**config.mk**
```make
export PLATFORM = sky130hd
export DESIGN_NAME = cpu7_ifu_ibuf
export DESIGN_NICKNAME = d
export VERILOG_FILES = /design/src/rtl/cpu7_ifu_ibuf_pkg.sv /design/src/rtl/cpu7_ifu_ibuf.sv
export SDC_FILE = /design/constraint.sdc
export NUM_CORES = 1
export LEC_CHECK = 0
export ABC_AREA = 0
export ABC_CLOCK_PERIOD_IN_PS = 2900
export BUFFER_PORTS_ARGS = -buffer_cell sky130_fd_sc_hd__buf_2
export CORE_UTILIZATION = 30
export CTS_CLUSTER_DIAMETER = 50
export DETAILED_ROUTE_END_ITERATION = 12
export PLACE_DENSITY = 0.51
export SLEW_MARGIN = 20
export SYNTH_ARGS = -nofsm -noshare
export SYNTH_HDL_FRONTEND = slang
export SYNTH_SLANG_ARGS = --single-unit
```
**constraint.sdc**
```tcl
create_clock -name clk -period 2.9 [get_ports clk]
set_input_delay 0.29 -clock clk [delete_from_list [all_inputs] [get_ports clk]]
set_output_delay 0.29 -clock clk [all_outputs]
set_load 0.02 [all_outputs]
```
**src/rtl/cpu7_ifu_ibuf_pkg.sv**
```systemverilog
// Shared types for the IFU instruction buffer: entry layout and core widths.
// `GRLEN / `CPU7_IBUF_DEPTH normally arrive from common.vh; the fallbacks keep this slice standalone.
`ifndef GRLEN
`define GRLEN 32
`endif
`ifndef CPU7_IBUF_DEPTH
`define CPU7_IBUF_DEPTH 4
`endif

package cpu7_ifu_ibuf_pkg;

  localparam int GRLEN        = `GRLEN;
  localparam int IBUF_DEPTH   = `CPU7_IBUF_DEPTH;
  localparam int IBUF_ENTRY_W = GRLEN + 32 + 1 + 6;

  typedef struct packed {
    logic [GRLEN-1:0] pc;
    logic [31:0]      inst;
    logic             exception;
    logic [5:0]       exccode;
  } ibuf_entry_t;

  // Head data is zeroed whenever the buffer has nothing to offer decode.
  function automatic ibuf_entry_t mask_entry(input ibuf_entry_t e, input logic keep);
    return keep ? e : '0;
  endfunction

endpackage

```
**src/rtl/cpu7_ifu_ibuf.sv**
```systemverilog
// Instruction buffer between fetch and decode: DEPTH-entry FIFO of {pc, inst, exception, exccode}.
// A taken branch in E flushes the whole buffer and overrides any push/pop in the same cycle.
module cpu7_ifu_ibuf
  import cpu7_ifu_ibuf_pkg::*;
#(
  parameter int DEPTH = IBUF_DEPTH,
  parameter int PTR_W = 2
) (
  input  logic             clk,
  input  logic             reset,
  input  logic             fet_ibuf_valid,
  input  logic [GRLEN-1:0] fet_ibuf_pc,
  input  logic [31:0]      fet_ibuf_inst,
  input  logic             fet_ibuf_exception,
  input  logic [5:0]       fet_ibuf_exccode,
  output logic             ibuf_fet_ready,
  output logic             ibuf_dec_valid,
  output logic [GRLEN-1:0] ibuf_dec_pc,
  output logic [31:0]      ibuf_dec_inst,
  output logic             ibuf_dec_exception,
  output logic [5:0]       ibuf_dec_exccode,
  input  logic             dec_ibuf_ready,
  input  logic             exu_ifu_br_taken_e,
  output logic [PTR_W:0]   ibuf_count
);

  localparam logic [PTR_W:0] FULL_CNT = (PTR_W+1)'(DEPTH);

  ibuf_entry_t      mem [DEPTH];
  ibuf_entry_t      head;
  logic [PTR_W-1:0] wptr;
  logic [PTR_W-1:0] rptr;
  logic [PTR_W:0]   count;
  logic             push;
  logic             pop;

  // Full/empty come from the registered count only, so ready never depends on pop.
  assign ibuf_fet_ready = (count != FULL_CNT);
  assign ibuf_dec_valid = (count != '0);
  assign ibuf_count     = count;

  assign push = fet_ibuf_valid & ibuf_fet_ready & ~exu_ifu_br_taken_e;
  assign pop  = ibuf_dec_valid & dec_ibuf_ready & ~exu_ifu_br_taken_e;

  always_ff @(posedge clk or posedge reset) begin
    if (reset) begin
      wptr  <= '0;
      rptr  <= '0;
      count <= '0;
    end else if (exu_ifu_br_taken_e) begin
      wptr  <= '0;
      rptr  <= '0;
      count <= '0;
    end else begin
      if (push) wptr <= wptr + 1'b1;
      if (pop)  rptr <= rptr + 1'b1;
      unique case ({push, pop})
        2'b10:   count <= count + 1'b1;
        2'b01:   count <= count - 1'b1;
        default: count <= count;
      endcase
    end
  end

  // Storage carries no reset; occupancy alone decides what is valid.
  always_ff @(posedge clk) begin
    if (push) begin
      mem[wptr] <= '{pc:        fet_ibuf_pc,
                     inst:      fet_ibuf_inst,
                     exception: fet_ibuf_exception,
                     exccode:   fet_ibuf_exccode};
    end
  end

  assign head               = mask_entry(mem[rptr], ibuf_dec_valid);
  assign ibuf_dec_pc        = head.pc;
  assign ibuf_dec_inst      = head.inst;
  assign ibuf_dec_exception = head.exception;
  assign ibuf_dec_exccode   = head.exccode;

endmodule

```
==> impl_metrics.env, run 1 <==
export IMPL_run_status="finished, final reports clean"
export IMPL_design_power_total_mw=10.7
export IMPL_holdWs_ns=0.0365
export IMPL_worst_r2r_startpoint="ibuf_count[0]$_DFFE_PP0P_"
export IMPL_cts_repair_resizes=0
export IMPL_slew_headroom_pct=67.0
export IMPL_drt_vias_per_instance=4.49
export IMPL_postLayoutSetupSlackWorst_ns=0.299
export IMPL_route_antenna_remaining_nets=0
export IMPL_async_reset_ff_share_pct=2.41
export IMPL_cts_made_buffers=36
export IMPL_drv_slew=0
export IMPL_worst_slew_pin_slew_ns=0.495
export IMPL_yosysTopAreaCell="sky130_fd_sc_hd__edfxtp_1"
export IMPL_initial_utilization_pct=30.7
export IMPL_fillCellCount=3386
export IMPL_num_vias=5774
export IMPL_critical_path_reg2reg_endpoint="ibuf_count[2]$_DFFE_PP0P_"
export IMPL_r2r_setup_slk_ns=0.58
export IMPL_critPathKind="reg -> out"
export IMPL_crit_startpoint="rptr[0]$_DFFE_PP0P_"
export IMPL_syn2layout_area_growth_pct=29.2
export IMPL_cp_data_arrival_time_ns=2.31
export IMPL_die_width_um=197
export IMPL_cts_root_buf="sky130_fd_sc_hd__clkbuf_16"
export IMPL_crit_required_ns=2.61
export IMPL_die_area_um2=38600
export IMPL_endpoint_type_of_the_worst_setup_path="output port"
export IMPL_grt_start_max_net_pins=72
export IMPL_timing_clock_skew_ns=0.0196
export IMPL_setup_viol=0
export IMPL_ys_warnings_count=0
export IMPL_setup_repair_after_global_routing_missed_its_margin="false"
export IMPL_layout_core_utilization_pct=39.7
export IMPL_hold_viol_final=0
export IMPL_tritoncts_clock_tree="done"
export IMPL_grt_ovfl_total=0
export IMPL_path_clk_slew_ns=0.06
export IMPL_detailedRoute_firstIterationViolations=283
export IMPL_place_area_um2=12700
export IMPL_worst_r2r_cell_count=5
export IMPL_synth_enable_flop_cells=284
export IMPL_placed_cells=1152
export IMPL_syn_num_nets=596
export IMPL_grt_pass1_wl_um=37100
export IMPL_placement_rows=70
export IMPL_via_count_of_the_first_global_routing_pass=6442
export IMPL_floorplan_die_height_um=197
export IMPL_post_dp_hpwl_um=13400
export IMPL_track_usage_pct=12.7
export IMPL_synth_yosys_seq_area_share_pct=76.7
export IMPL_layout_min_cycle_time_ns=2.60
export IMPL_ys_seq_elements=291
export IMPL_fp_coreArea_um2=37000
export IMPL_drt_pass1_iter_count=4
export IMPL_nNetsFinal=838
export IMPL_irDropWorstVdd_mv=0.352
export IMPL_post_layout_nonfiller_instances=1287
export IMPL_stdcell_area_um2=14700
export IMPL_post_cts_repair_setup_buffers=0
export IMPL_ctsLongestPathBuffers=3
export IMPL_cts_htree_levels=2
export IMPL_ys_types=35
export IMPL_power_per_cell_area_nw_per_um2=730
export IMPL_netlist_top_cells_area="sky130_fd_sc_hd__edfxtp_1, sky130_fd_sc_hd__mux4_2, sky130_fd_sc_hd__and2_1"
export IMPL_detailedPlace_worstSlack_ns=0.663
export IMPL_mappedNetlistArea_um2=11300
export IMPL_drc_errors=0
export IMPL_crit_fanout=14
export IMPL_setup_tns_final_ns=0
export IMPL_critPathCapture="ibuf_dec_inst[26]"
export IMPL_antenna_found_initial=1
export IMPL_layout_drive_gt1_share_pct=37.7
export IMPL_post_synth_top_area_fraction_pct=75.1
export IMPL_clock_latency_ns=0.51
export IMPL_drv_max_cap_violation_count=0
export IMPL_syn_instance_count=515
export IMPL_timing_final_crit_share_pct=89.7
export IMPL_globalplace_congestion=0.660
export IMPL_cp_start_kind="flip-flop"
export IMPL_totalWireLength_um=23900
export IMPL_path_category_of_the_worst_min_delay_check="in -> reg"
export IMPL_wl_per_cell_um=18.6
export IMPL_clkSinkCount=291
export IMPL_boundaryPins=152
export IMPL_postSynthAreaPerCell_um2=22.0
export IMPL_highest_achievable_clock_rate_mhz=385
export IMPL_port_buffers=151
export IMPL_ys_dominant_reg_cell="sky130_fd_sc_hd__edfxtp_1"
export IMPL_p_leak_nw=5.05
state kept, by name (all words and copies together), names as in the netlist:
name / count
ibuf_count: 3
mem: 284
rptr: 2
wptr: 2
where the power goes:
part | total (mW) | switching (mW) | leakage [nW] | internal (mW)
sequential | 4.79 | 0.0519 | 2.67 | 4.74
clock | 4.73 | 1.67 | 0.610 | 3.05
combinational | 1.18 | 0.653 | 1.77 | 0.530
total | 10.7 | 2.38 | 5.05 | 8.33
layout make-up:
| cell class | count | area, µm² | area share (%) |
|---|---|---|---|
| Antenna cell | 1 | 2.50 | 0.0171 |
| Clock buffer | 41 | 941 | 6.42 |
| Inverter | 7 | 26.3 | 0.179 |
| Tap cell | 504 | 631 | 4.30 |
| Clock inverter | 22 | 333 | 2.27 |
| Sequential cell | 291 | 8710 | 59.4 |
| Timing Repair Buffer | 233 | 1640 | 11.2 |
| Multi-Input combinational cell | 188 | 2380 | 16.3 |
what timing repair did:
action                     4_1_cts  5_1_grt
hold buffers                    71        0
setup endpoints to repair        0        0
hold endpoints to repair       287        0
critical path, stage by stage, from the launching register on:
cell and delay, ns:
sky130_fd_sc_hd__dfrtp_4 0.57, sky130_fd_sc_hd__buf_4 0.34, sky130_fd_sc_hd__mux4_2 0.55, sky130_fd_sc_hd__and2_1 0.17, sky130_fd_sc_hd__buf_2 0.15
cells in the final DEF, fill, tap and decap left out, drive strengths merged, types with 2 or more instances in the layout:
| cell type | synthesis | layout |
|---|---|---|
| edfxtp | 284 | 284 |
| buf | 23 | 162 |
| and2 | 75 | 75 |
| dlygate4sd3 | 0 | 71 |
| mux4 | 71 | 71 |
| clkbuf | 6 | 41 |
| inv | 7 | 11 |
| bufinv | 0 | 8 |
| clkinv | 0 | 7 |
| dfrtp | 7 | 7 |
| nor2 | 5 | 5 |
| nand3 | 4 | 4 |
| ha | 4 | 4 |
| a21oi | 3 | 3 |
| clkinvlp | 0 | 3 |
| o2111ai | 2 | 2 |
| xor2 | 2 | 2 |
| o21ai | 2 | 2 |
| nand2 | 2 | 2 |
| nor3 | 2 | 2 |
| nand2b | 2 | 2 |
kinds of logic after synthesis:
group,share of synthesized area (%)
DFF,76.7
and+or+nand+nor,4.98
muxes,14.2
buffers and inverters,2.41
AOI/OAI and AO/OA,0.849
adders and majority gates,0.617
xor gates and xnor gates,0.232
cell usage after synthesis, drive strengths merged, types with 2 or more instances:
cell type  instances
clkbuf             6
nand3              4
xor2               2
edfxtp           284
mux4              71
o2111ai            2
o21ai              2
ha                 4
dfrtp              7
buf               23
and2              75
nor3               2
nand2              2
nor2               5
inv                7
a21oi              3
nand2b             2
worst min-delay path by stage:
| stage | start | endpoint | slack, ns | depth (start not counted) |
|---|---|---|---|---|
| after floorplan | reset | ibuf_count[0]$_DFFE_PP0P_ | 0.09 | 1 |
| after global placement | reset | ibuf_count[0]$_DFFE_PP0P_ | 0.23 | 2 |
| after detailed placement | reset | ibuf_count[0]$_DFFE_PP0P_ | 0.23 | 2 |
| after CTS | fet_ibuf_inst[26] | mem[2][33]$_DFFE_PP_ | 0.007 | 1 |
| after global routing | fet_ibuf_inst[26] | mem[0][33]$_DFFE_PP_ | 0.02 | 1 |
| final | fet_ibuf_inst[26] | mem[2][33]$_DFFE_PP_ | 0.04 | 1 |
metal layers:
layer  share of wire (%)  GRT usage [%]
met3                 5.0           3.05
met5                   0              0
met4                 1.8           3.96
met1                  44           16.5
met2                  50           21.2
Power figures use the tool's default switching activity.
==> run 2: changes to the inputs <==
--- a/config.mk
+++ b/config.mk
@@ -8,6 +8,7 @@
 export ABC_AREA = 0
 export ABC_CLOCK_PERIOD_IN_PS = 2900
 export BUFFER_PORTS_ARGS = -buffer_cell sky130_fd_sc_hd__buf_2
+export CORE_MARGIN = 2
 export CORE_UTILIZATION = 30
 export CTS_CLUSTER_DIAMETER = 50
 export DETAILED_ROUTE_END_ITERATION = 12
==> run 2 against run 1 <==
  * Final area up 0.44%
  * Via count is 0.42% lower
  * Hold slack worse by 0.011 ns
  * Global-route usage shrank 0.43 points
  * Flip-flop and latch count unchanged
  * Utilization shrank 0.39 points
  * Largest power group unchanged
==> impl_metrics.env, run 2 (synthesized netlist as in run 1, its figures left out) <==
export IMPL_totalWireLength_um=24000
export IMPL_drt_vias_per_instance=4.42
export IMPL_nNetsFinal=843
export IMPL_power_per_cell_area_nw_per_um2=718
export IMPL_layout_drive_gt1_share_pct=38.5
export IMPL_globalplace_congestion=0.697
export IMPL_cp_data_arrival_time_ns=2.33
export IMPL_tritoncts_clock_tree="done"
export IMPL_boundaryPins=152
export IMPL_drc_errors=0
export IMPL_flip_flop_count_of_the_largest_register_after_layout=284
export IMPL_power_share_combinational_pct=11.3
export IMPL_setup_viol=0
export IMPL_highest_achievable_clock_rate_mhz=382
export IMPL_mostFrequentLayoutCells="sky130_fd_sc_hd__edfxtp_1, sky130_fd_sc_hd__buf_2, sky130_fd_sc_hd__and2_1, sky130_fd_sc_hd__dlygate4sd3_1, sky130_fd_sc_hd__mux4_2"
export IMPL_path_clk_slew_ns=0.05
export IMPL_critPathKind="reg -> out"
export IMPL_drt_pass1_iter_count=4
export IMPL_fp_coreArea_um2=37500
export IMPL_total_switching_power_mw=2.44
export IMPL_setup_tns_final_ns=0
export IMPL_hold_viol_final=0
export IMPL_timing_clock_skew_ns=0.0146
export IMPL_antenna_found_initial=1
export IMPL_fillCellCount=3451
export IMPL_clkSinkCount=291
export IMPL_detailedRoute_firstIterationViolations=205
export IMPL_grt_start_max_net_pins=50
export IMPL_power_share_switching_pct=23.1
export IMPL_ctsLongestPathBuffers=3
export IMPL_die_width_um=199
export IMPL_via_count_of_the_first_global_routing_pass=6385
export IMPL_track_usage_pct=12.3
export IMPL_timing_final_crit_share_pct=90.2
export IMPL_grt_ovfl_total=0
export IMPL_post_cts_repair_setup_buffers=0
export IMPL_design_power_total_mw=10.6
export IMPL_worstPathBufferInverterCount=2
export IMPL_irDropWorstVdd_mv=0.385
export IMPL_floorplan_die_height_um=199
export IMPL_slew_headroom_pct=66.2
export IMPL_crit_fanout=49
export IMPL_post_dp_hpwl_um=14400
export IMPL_layout_core_utilization_pct=39.3
export IMPL_clock_power_share_pct=43.5
export IMPL_power_frac_seq_pct=45.2
export IMPL_initial_utilization_pct=30.3
export IMPL_cts_made_buffers=37
export IMPL_final_common_cell="sky130_fd_sc_hd__edfxtp_1"
export IMPL_top_register="mem"
export IMPL_cts_htree_levels=2
export IMPL_placement_rows=71
export IMPL_timing_critical_path_slowest_stage_cell="sky130_fd_sc_hd__mux4_1"
export IMPL_route_antenna_remaining_nets=0
export IMPL_port_buffers=151
export IMPL_syn2layout_area_growth_pct=29.8
export IMPL_critical_path_max_stage_delay_ns=0.61
export IMPL_postLayoutSetupSlackWorst_ns=0.284
export IMPL_wl_per_cell_um=18.4
export IMPL_drv_max_cap_violation_count=0
export IMPL_crit_required_ns=2.61
export IMPL_intPower_mw=8.14
export IMPL_cts_repair_resizes=0
export IMPL_num_vias=5750
export IMPL_layout_min_cycle_time_ns=2.62
export IMPL_clock_latency_ns=0.52
export IMPL_holdWs_ns=0.0255
export IMPL_setup_repair_after_global_routing_missed_its_margin="false"
export IMPL_drv_slew=0
export IMPL_p_leak_nw=5.08
export IMPL_grt_pass1_wl_um=36500
export IMPL_cp_start_kind="flip-flop"
export IMPL_crit_chain="buf_12 > mux4_1 > and2_1 > buf_2"
export IMPL_path_category_of_the_worst_min_delay_check="in -> reg"
export IMPL_endpoint_type_of_the_worst_setup_path="output port"
export IMPL_worst_slew_pin_slew_ns=0.507
export IMPL_run_status="finished, final reports clean"
export IMPL_detailedPlace_worstSlack_ns=0.616
export IMPL_cts_root_buf="sky130_fd_sc_hd__clkbuf_16"
export IMPL_die_area_um2=39400
export IMPL_path_delay_family="multiplexers"
-- run 2: cell count changes in the layout (fill, tap and decap cells not counted), sizes merged --
cell | previous run | this run
buf | 162 | 166
bufinv | 8 | 4
clkinv | 7 | 11
clkbuf | 41 | 44
inv | 11 | 12
-- run 2: final timing paths --
check,start,endpoint,slack (ns),cells after the start
worst max-delay path,rptr[0]$_DFFE_PP0P_,ibuf_dec_pc[31],0.28,4
worst min-delay path,fet_ibuf_inst[25],mem[3][32]$_DFFE_PP_,0.03,1
worst max register to register,ibuf_count[0]$_DFFE_PP0P_,mem[3][20]$_DFFE_PP_,0.63,4
worst min register to register,wptr[0]$_DFFE_PP0P_,wptr[0]$_DFFE_PP0P_,0.61,2
max in group asynchronous,reset,rptr[1]$_DFFE_PP0P_,2.33,3
min in group asynchronous,reset,ibuf_count[2]$_DFFE_PP0P_,0.28,3
-- run 2: per-stage QoR --
step	area, µm²	std cells
floorplan	11400	515
global placement	12800	1163
detailed placement	12800	1163
CTS	14700	1301
global route	14700	1301
finish	14700	1302
-- run 2: per-layer routing --
metal,vias up,GRT usage (%),routed length (µm)
li1,2590,-,-
met1,2989,14.8,9980
met2,130,21.8,12300
met3,41,2.80,1100
met4,0,4.20,574
met5,-,0,0
-- run 2: final cells by class --
class | instances | area [µm²] | area share [%]
antenna | 1 | 2.50 | 0.0170
sequential | 291 | 8710 | 59.1
clock inverter | 23 | 256 | 1.74
inverter | 7 | 26.3 | 0.178
timing repair buffer | 237 | 1700 | 11.6
tap | 511 | 639 | 4.34
clock buffer | 44 | 1000 | 6.82
multi-input combinational | 188 | 2380 | 16.2
-- run 2: power groups by stage --
stage	clock network (mW)	logic [mW]	registers, mW
global placement	0	1.13	4.86
floorplan	0	0.785	4.85
CTS	4.74	1.23	4.78
detailed placement	0	1.15	4.87
finish	4.60	1.19	4.78
global route	4.90	1.30	4.79
-- run 2: timing repair --
item,in CTS,in global routing
hold buffers,71,0
hold endpoints to repair,285,0
endpoints found under the setup margin,0,0
